## src/rtl/vending_pkg.sv

```systemverilog
// Shared types and helpers for the parametrised vending controller.
// State encoding, price-table lookup and one-hot request check.
package vending_pkg;

  typedef enum logic [1:0] {
    IDLE     = 2'd0,
    COLLECT  = 2'd1,
    DISPENSE = 2'd2,
    CHANGE   = 2'd3
  } state_t;

  localparam int TBL_MAX = 512;
  localparam int VAL_MAX = 32;
  localparam int VEC_MAX = 64;

  // Price of entry k in a flat table of w-bit fields, zero-extended.
  function automatic logic [VAL_MAX-1:0] price_at(
    input logic [TBL_MAX-1:0] tbl,
    input int                 k,
    input int                 w
  );
    logic [TBL_MAX-1:0] sh;
    logic [VAL_MAX-1:0] mask;
    sh = tbl >> (k * w);
    if (w >= VAL_MAX)
      mask = '1;
    else
      mask = (VAL_MAX'(1) << w) - VAL_MAX'(1);
    return sh[VAL_MAX-1:0] & mask;
  endfunction

  // True when exactly one request bit is set.
  function automatic logic is_onehot(
    input logic [VEC_MAX-1:0] v
  );
    return $onehot(v);
  endfunction

endpackage

```

## src/rtl/vend_timeout_timer.sv

```systemverilog
// Inactivity counter for the coin-collection phase.
// Holds at its terminal count, where expire is raised.
module vend_timeout_timer #(
  parameter int TIMEOUT_CYC = 255
) (
  input  logic clk,
  input  logic rnot,
  input  logic clr,
  input  logic en,
  output logic expire
);

  localparam int TW =
    (TIMEOUT_CYC > 2) ? $clog2(TIMEOUT_CYC) : 1;
  localparam logic [TW-1:0] LAST =
    TW'(TIMEOUT_CYC - 1);

  logic [TW-1:0] count;

  assign expire = (count == LAST);

  // Count idle cycles; clear restarts the window.
  always_ff @(posedge clk or negedge rnot) begin
    if (!rnot)
      count <= '0;
    else if (clr)
      count <= '0;
    else if (en && !expire)
      count <= count + TW'(1);
  end

endmodule

```

## src/rtl/vending_controller_n.sv

```systemverilog
// NUM_PROD-product vending controller: credit, dispense,
// change and refund on cancel or inactivity timeout.
module vending_controller_n
  import vending_pkg::*;
#(
  parameter  int NUM_PROD    = 4,
  localparam int SEL_W       = $clog2(NUM_PROD),
  parameter  int COIN_W      = 4,
  parameter  int CREDIT_W    = 8,
  parameter  logic [NUM_PROD*CREDIT_W-1:0] PRICES =
    {8'd15, 8'd8, 8'd10, 8'd12},
  parameter  int TIMEOUT_CYC = 255
) (
  input  logic                clk,
  input  logic                rnot,
  input  logic [NUM_PROD-1:0] sel,
  input  logic                coin_valid,
  input  logic [COIN_W-1:0]   coin_val,
  input  logic                cancel,
  output logic [NUM_PROD-1:0] dispense,
  output logic [SEL_W-1:0]    selection,
  output logic [CREDIT_W-1:0] credit,
  output logic                change_valid,
  output logic [CREDIT_W-1:0] change_amt,
  output logic                coin_reject,
  output logic                busy
);

  state_t              state;
  logic [CREDIT_W-1:0] price_tbl [NUM_PROD];
  logic [CREDIT_W-1:0] price_sel;
  logic [SEL_W-1:0]    sel_idx;
  logic                sel_ok;
  logic [NUM_PROD-1:0] sel_hot;
  logic [CREDIT_W:0]   sum_ext;
  logic [CREDIT_W-1:0] sum;
  logic [CREDIT_W-1:0] remain;
  logic                fits;
  logic                accept;
  logic                quit;
  logic                tmo;
  logic                tmr_clr;
  logic                tmr_en;

  if (NUM_PROD < 2) begin : g_bad_np
    $error("NUM_PROD must be at least 2");
  end

  if (COIN_W > CREDIT_W) begin : g_bad_cw
    $error("COIN_W must not exceed CREDIT_W");
  end

  if (NUM_PROD * CREDIT_W > TBL_MAX) begin : g_bad_tbl
    $error("price table too wide");
  end

  for (genvar k = 0; k < NUM_PROD; k++) begin : g_price
    assign price_tbl[k] = CREDIT_W'(
      price_at(TBL_MAX'(PRICES), k, CREDIT_W));
    if (PRICES[k*CREDIT_W +: CREDIT_W] == '0)
    begin : g_zero
      $error("every product price must be nonzero");
    end
  end

  // Decode the request vector into an index.
  always_comb begin
    sel_ok  = is_onehot(VEC_MAX'(sel));
    sel_idx = '0;
    for (int k = 0; k < NUM_PROD; k++)
      if (sel[k])
        sel_idx = SEL_W'(k);
  end

  // Price and one-hot strobe for the latched product.
  always_comb begin
    price_sel = '0;
    sel_hot   = '0;
    for (int k = 0; k < NUM_PROD; k++)
      if (selection == SEL_W'(k)) begin
        price_sel  = price_tbl[k];
        sel_hot[k] = 1'b1;
      end
  end

  // Coin acceptance, cancel/timeout and remainder.
  always_comb begin
    sum_ext = {1'b0, credit} + (CREDIT_W+1)'(coin_val);
    fits    = !sum_ext[CREDIT_W];
    sum     = sum_ext[CREDIT_W-1:0];
    accept  = (state == COLLECT) && coin_valid
              && !cancel && fits;
    quit    = (state == COLLECT)
              && (cancel || (tmo && !accept));
    remain  = credit - price_sel;
    tmr_clr = (state != COLLECT) || accept;
    tmr_en  = (state == COLLECT);
  end

  vend_timeout_timer #(
    .TIMEOUT_CYC(TIMEOUT_CYC)
  ) u_tmr (
    .clk   (clk),
    .rnot  (rnot),
    .clr   (tmr_clr),
    .en    (tmr_en),
    .expire(tmo)
  );

  // Transaction FSM with registered outputs.
  always_ff @(posedge clk or negedge rnot) begin
    if (!rnot) begin
      state        <= IDLE;
      credit       <= '0;
      selection    <= '0;
      dispense     <= '0;
      change_valid <= 1'b0;
      change_amt   <= '0;
      coin_reject  <= 1'b0;
      busy         <= 1'b0;
    end else begin
      dispense     <= '0;
      change_valid <= 1'b0;
      change_amt   <= '0;
      coin_reject  <= coin_valid && !accept;
      unique case (state)
        IDLE: begin
          if (sel_ok) begin
            selection <= sel_idx;
            state     <= COLLECT;
            busy      <= 1'b1;
          end
        end
        COLLECT: begin
          if (quit) begin
            if (credit != '0) begin
              state        <= CHANGE;
              change_valid <= 1'b1;
              change_amt   <= credit;
            end else begin
              state     <= IDLE;
              busy      <= 1'b0;
              selection <= '0;
            end
          end else if (accept) begin
            credit <= sum;
            if (sum >= price_sel) begin
              state    <= DISPENSE;
              dispense <= sel_hot;
            end
          end
        end
        DISPENSE: begin
          credit <= remain;
          if (remain != '0) begin
            state        <= CHANGE;
            change_valid <= 1'b1;
            change_amt   <= remain;
          end else begin
            state     <= IDLE;
            busy      <= 1'b0;
            selection <= '0;
          end
        end
        CHANGE: begin
          credit    <= '0;
          state     <= IDLE;
          busy      <= 1'b0;
          selection <= '0;
        end
      endcase
    end
  end

endmodule

```

## config.mk

```make
export PLATFORM = sky130hd
export DESIGN_NAME = vending_controller_n
export DESIGN_NICKNAME = d
export VERILOG_FILES = /design/src/rtl/vending_pkg.sv /design/src/rtl/vend_timeout_timer.sv /design/src/rtl/vending_controller_n.sv
export SDC_FILE = /design/constraint.sdc
export NUM_CORES = 1
export LEC_CHECK = 0
export BUFFER_PORTS_ARGS = -buffer_cell sky130_fd_sc_hd__buf_2
export CORE_MARGIN = 4
export CORE_UTILIZATION = 30
export CTS_CLUSTER_SIZE = 12
export DETAILED_ROUTE_END_ITERATION = 8
export GPL_TIMING_DRIVEN = 0
export PLACE_DENSITY = 0.48
export SLEW_MARGIN = 5
export SYNTH_ARGS = -nofsm -noshare
export SYNTH_HDL_FRONTEND = slang
export SYNTH_SLANG_ARGS = --single-unit
```

## constraint.sdc

```tcl
create_clock -name clk -period 7 [get_ports clk]
set_input_delay 1.05 -clock clk [delete_from_list [all_inputs] [get_ports clk]]
set_output_delay 1.05 -clock clk [all_outputs]
set_load 0.02 [all_outputs]
```

# == Word level (Yosys, flattened, before mapping) ==
# Cells that the tools add are included.
# classes
magnitude_cmp,1
eq_ne,17
n_reduce_logical,22
div_mod_pow,0
n_mux,45
addsub,6
n_mul,0
shift,0
n_bitwise,0
# op_table
operator,n
$mux 8,10
$mux 2,12
$pmux 8 s3,1
$mux 4,5
$pmux 2 s4,2
$pmux 8 s2,1
$reduce_bool 8->1,2
$mux 1,12
$ne 2x2->1 const B,6
$add 8x4->9,1
$add 8x1->8 const B,1
$eq 2x2->1 const B,4
$eq 8x8->1 const B,1
$ge 8x8->1,1
$sub 8x8->8,1
$logic_and 1x1->1,7
$ne 3x3->1 const B,2
$reduce_and 3->1,2
$add 1x1->2,2
$eq 2x1->1 const B,2
$logic_not 1->1,4
$logic_not 2->1,2
$pmux 1 s4,1
$reduce_and 4->1,1
7 further kinds,8
# word_totals
out_inout_bits,25
mem_bits_ro,0
latch_bits,0
n_memories,0
mem_bits_rw,0
register_bits,35
in_bits,12
word_cells,100

# == Longest topological paths before layout ==
# depth
ltp_word,10
ltp_mapped,11
ltp_nobuf,11

# == Modules after synthesis ==
# Synthesis repeated with hierarchy kept, for this count alone.
# unflattened
cells_unflattened,269
area_unflattened_um2,2548.7
# modules_own_cells
mod,seq_area_each_um2,instances,cells_per_inst,area_each_um2
vending_controller_n,675.6,1,215,2029.4
vend_timeout_timer,200.2,1,54,519.2

# == Worst setup path after synthesis ==
# No wires, ideal clock.
# synth_path
path_type,input -> register
startpoint,input coin_val[0]
endpoint,register state[0]
n_path_buf,0
path_stages,9
setup_time_ps,125
t_arrival_ps,3253
required_time_ps,6875
slack_ps,3622
cell_sequence,ha_1 -> fa_1 -> ha_1 -> a21o_1 -> maj3_1 -> a211oi_1 -> nand3_1 -> nand3_1 -> mux2_2
# synth_via
elab_chain_cells,9
elab_cells_between_ends,13
classes_between,add/sub (1); order compare (1); eq/ne (2); mux (2); reduce/logical (7)
# synth_lines
element,line_no,rtl
from (decl),vending_controller_n.sv:18,"input logic [COIN_W-1:0] coin_val,"
$add 8x4->9 (*),vending_controller_n.sv:88,"sum_ext = {1'b0, credit} + (CREDIT_W+1)'(coin_val);"
branches (longest 8 deep; another with $ge 8x8->1),-,
to (signal assigned),vending_controller_n.sv:130,state <= COLLECT;
to (signal assigned),vending_controller_n.sv:137,state <= CHANGE;
to (signal assigned),vending_controller_n.sv:141,state <= IDLE;
to (decl),vending_controller_n.sv:29,state_t state;
# Mark *: on every way between the ends.
# A chain may end at the register's enable or synchronous reset.

# == Worst setup path in the final report ==
# Ends and elaborated chain as after synthesis.

==> impl_metrics.toml <==
[finish]
drive_gt1_frac = 0.181
nNetsFinal = 348
diodes = 0
area_growth_pct = 16.7

[clock_tree]
numCtsBuffers = 5
clock_sinks = 35
cts_tree = "yes"
h-tree-depth = 2
clk_latency_ps = 290
cts_resized = 0
clkTransAtPathRegs_ps = 60
post-cts-setup-buffer-count = 0
cts-hold-fix-buffers = 0
clock-root-buffer = "clkbuf_8"
clk_path_buf_depth = 2

[synthesis]
synth.area.top_cells = "dfrtp_1 (36%), ha_1 (13%), inv_1 (3.4%)"
synthArstFlopShare = 1.00
synth-seq-area-share = 0.355
synth_cell_types = 51
yosysTopAreaCellShare = 0.355
syn_area_per_cell_um2 = 9.30
synth_nets = 305
syn_inst = 265
ys.flop_type = "dfrtp_1"
netlist_area_um2 = 2460
ys_warn_count = 0
synth_edf_count = 0
ys_seq_elements = 35
yosys.area.top_type = "dfrtp_1"

[critical_path]
critPathKind = "primary input to register"
critPathLaunchType = "primary input"
path_cells = "buf_2, ha_1, fa_1, ha_1, a21o_1, maj3_1, a211oi_1, nand3_1, nand3_1, mux2_2"
reg2reg_slack_ps = 3690
cpPeakStageDelay_ps = 490
crit_slowest_cell = "fa_1"
worstPathBufferInverterCount = 1
worst_setup_path_end_kind = "register"
arrival_ps = 3650
required_ps = 7170
cp_max_fo = 3
critPathTopFamily = "adder cells"

[pwr]
swShare = 0.493
power_frac_seq = 0.241
peakVddDrop_mv = 0.219
p_int_w = 0.000687
p_leak_nw = 1.40
power_frac_comb = 0.637
clkPwrFrac = 0.122
power.switching_w = 0.000670
power_density_nw_per_um2 = 472

[sta]
timing.final.crit_share = 0.497
period_needed_ps = 3480
fin_tns_setup_ps = 0
setup_slack_ps = 3520
hold_violations = 0
maxSlewViolCount = 0
finalClockSkew_ps = 8.80
relSlewSlack = 0.421
worstMarginPinSlew_ps = 869
setup_viol = 0
fmaxAchievable_mhz = 288
rsz0062_at_grt = "false"

[worst_hold_path]
hold_class = "register to register"

[place]
port_buffers = 36
hpwlAfterDp_um = 4700
place.gp.congestion = 0.843
dp_worst_setup_slack_ps = 3200

[global_routing]
grt_overflow = 0
grt_max_degree = 36
grt_pass1_vias = 2102
grt_pass1_wl_um = 10700
grt_use_total = 0.135
antenna_found_initial = 0

[job]
drv_cap = 0

[die]
initial_core_util = 0.314
die_w_um = 98.6
row_count = 32
core_area_um2 = 7850
die_h_um = 98.6
die_area_um2 = 9730
ios = 37

[route]
vias = 2019
wirelength_um = 6180
route.detailed.drc = 0
wl_per_cell_um = 15.0
dr.pass1.iters = 4
drtAntennaViolNets = 0
drtIter0Drc = 86
vias_per_cell = 4.91

[status]
outcome = "complete, no violations"
## path summary, 6_finish.rpt
kind,startpoint,to,depth (start not counted)
min reg2reg,busy,busy,1
max,coin_val[0],state[0],10
min in group asynchronous,rnot,u_tmr.count[3],1
max in group asynchronous,rnot,selection[0],1
min,busy,busy,1
max reg2reg,selection[0],busy,10
## cell usage in the layout (no fill, tap or decap), types with 4 or more instances in the layout
cell type	instances
a211oi_1	6
buf_2	39
and3_1	4
inv_1	22
ha_1	25
a21oi_1	14
nor3_1	6
nor2b_1	9
nor2_1	19
o21ai_0	16
clkbuf_8	7
clkbuf_1	5
a21boi_0	5
and2_1	5
nand2_1	16
nand3_1	7
dfrtp_1	35
mux2i_1	5
xnor2_1	5
xor2_1	8
## power groups by stage
stage | logic, W | registers [W] | clock network (W)
after floorplan | 0.000576 | 0.000381 | 0
after global placement | 0.000865 | 0.000332 | 0
after detailed placement | 0.000866 | 0.000332 | 0
after CTS | 0.000870 | 0.000329 | 0.000173
after global routing | 0.000972 | 0.000341 | 0.000180
final | 0.000864 | 0.000328 | 0.000165
## state kept, by name, indices dropped and copies added (netlist names)
signal	cells
busy	1
state	2
dispense	4
change_amt	8
coin_reject	1
credit	8
u_tmr.count	8
selection	2
change_valid	1
## worst reg2reg max path, cell delays in order (launching register included)
cell and delay, ps:
dfrtp_1 490, ha_1 330, ha_1 240, fa_1 420, xor2_1 350, xnor2_1 160, and4b_1 210, o2111ai_1 170
o31ai_4 300, nand3_2 190, mux2_4 330
## cells by family (layout without fill, tap and decap cells)
kind of cell               after synthesis  after routing  share of synthesized area
DFF                                     35             35                      0.355
xor gates and xnor gates                13             13                     0.0462
AOI/OAI and AO/OA                       66             66                      0.187
and+or+nand+nor                         83             83                      0.172
buffers and inverters                   31             75                     0.0487
muxes                                    8              8                     0.0355
adders and majority gates               29             29                      0.155
## layout make-up
class | count | area, um2
inverter | 22 | 82.6
buffer | 9 | 37.5
multi-input combinational | 199 | 1470
tap | 102 | 128
clock buffer | 7 | 96.3
fill | 841 | 4970
clock inverter | 1 | 7.51
sequential | 35 | 876
timing repair buffer | 36 | 180
## synth_stat cells, types with 6 or more instances
library cell / instances
nor2b_1: 9
inv_1: 22
nand3_1: 7
a21oi_1: 14
xor2_1: 8
a211oi_1: 6
nand2_1: 16
nor3_1: 6
nor2_1: 19
dfrtp_1: 35
o21ai_0: 16
ha_1: 25
## through the flow
| step | util | instances | hold slack, ps | power, W | instance area, um2 |
|---|---|---|---|---|---|
| 2_1_floorplan | - | 265 | 505 | 0.000957 | 2460 |
| 3_3_place_gp | 0.353 | 403 | 496 | 0.00120 | 2770 |
| 3_5_place_dp | 0.353 | 403 | 486 | 0.00120 | 2770 |
| 4_1_cts | 0.367 | 411 | 515 | 0.00137 | 2880 |
| 5_1_grt | 0.367 | 411 | 547 | 0.00149 | 2880 |
| 6_report | 0.367 | 411 | 514 | 0.00136 | 2880 |
## routing by layer
metal  part of all wire  GRT usage
met3              0.050     0.0276
met1               0.50      0.190
met2               0.44      0.214
met5                  0          0
met4             0.0091     0.0326
Power figures use the tool's default switching activity.
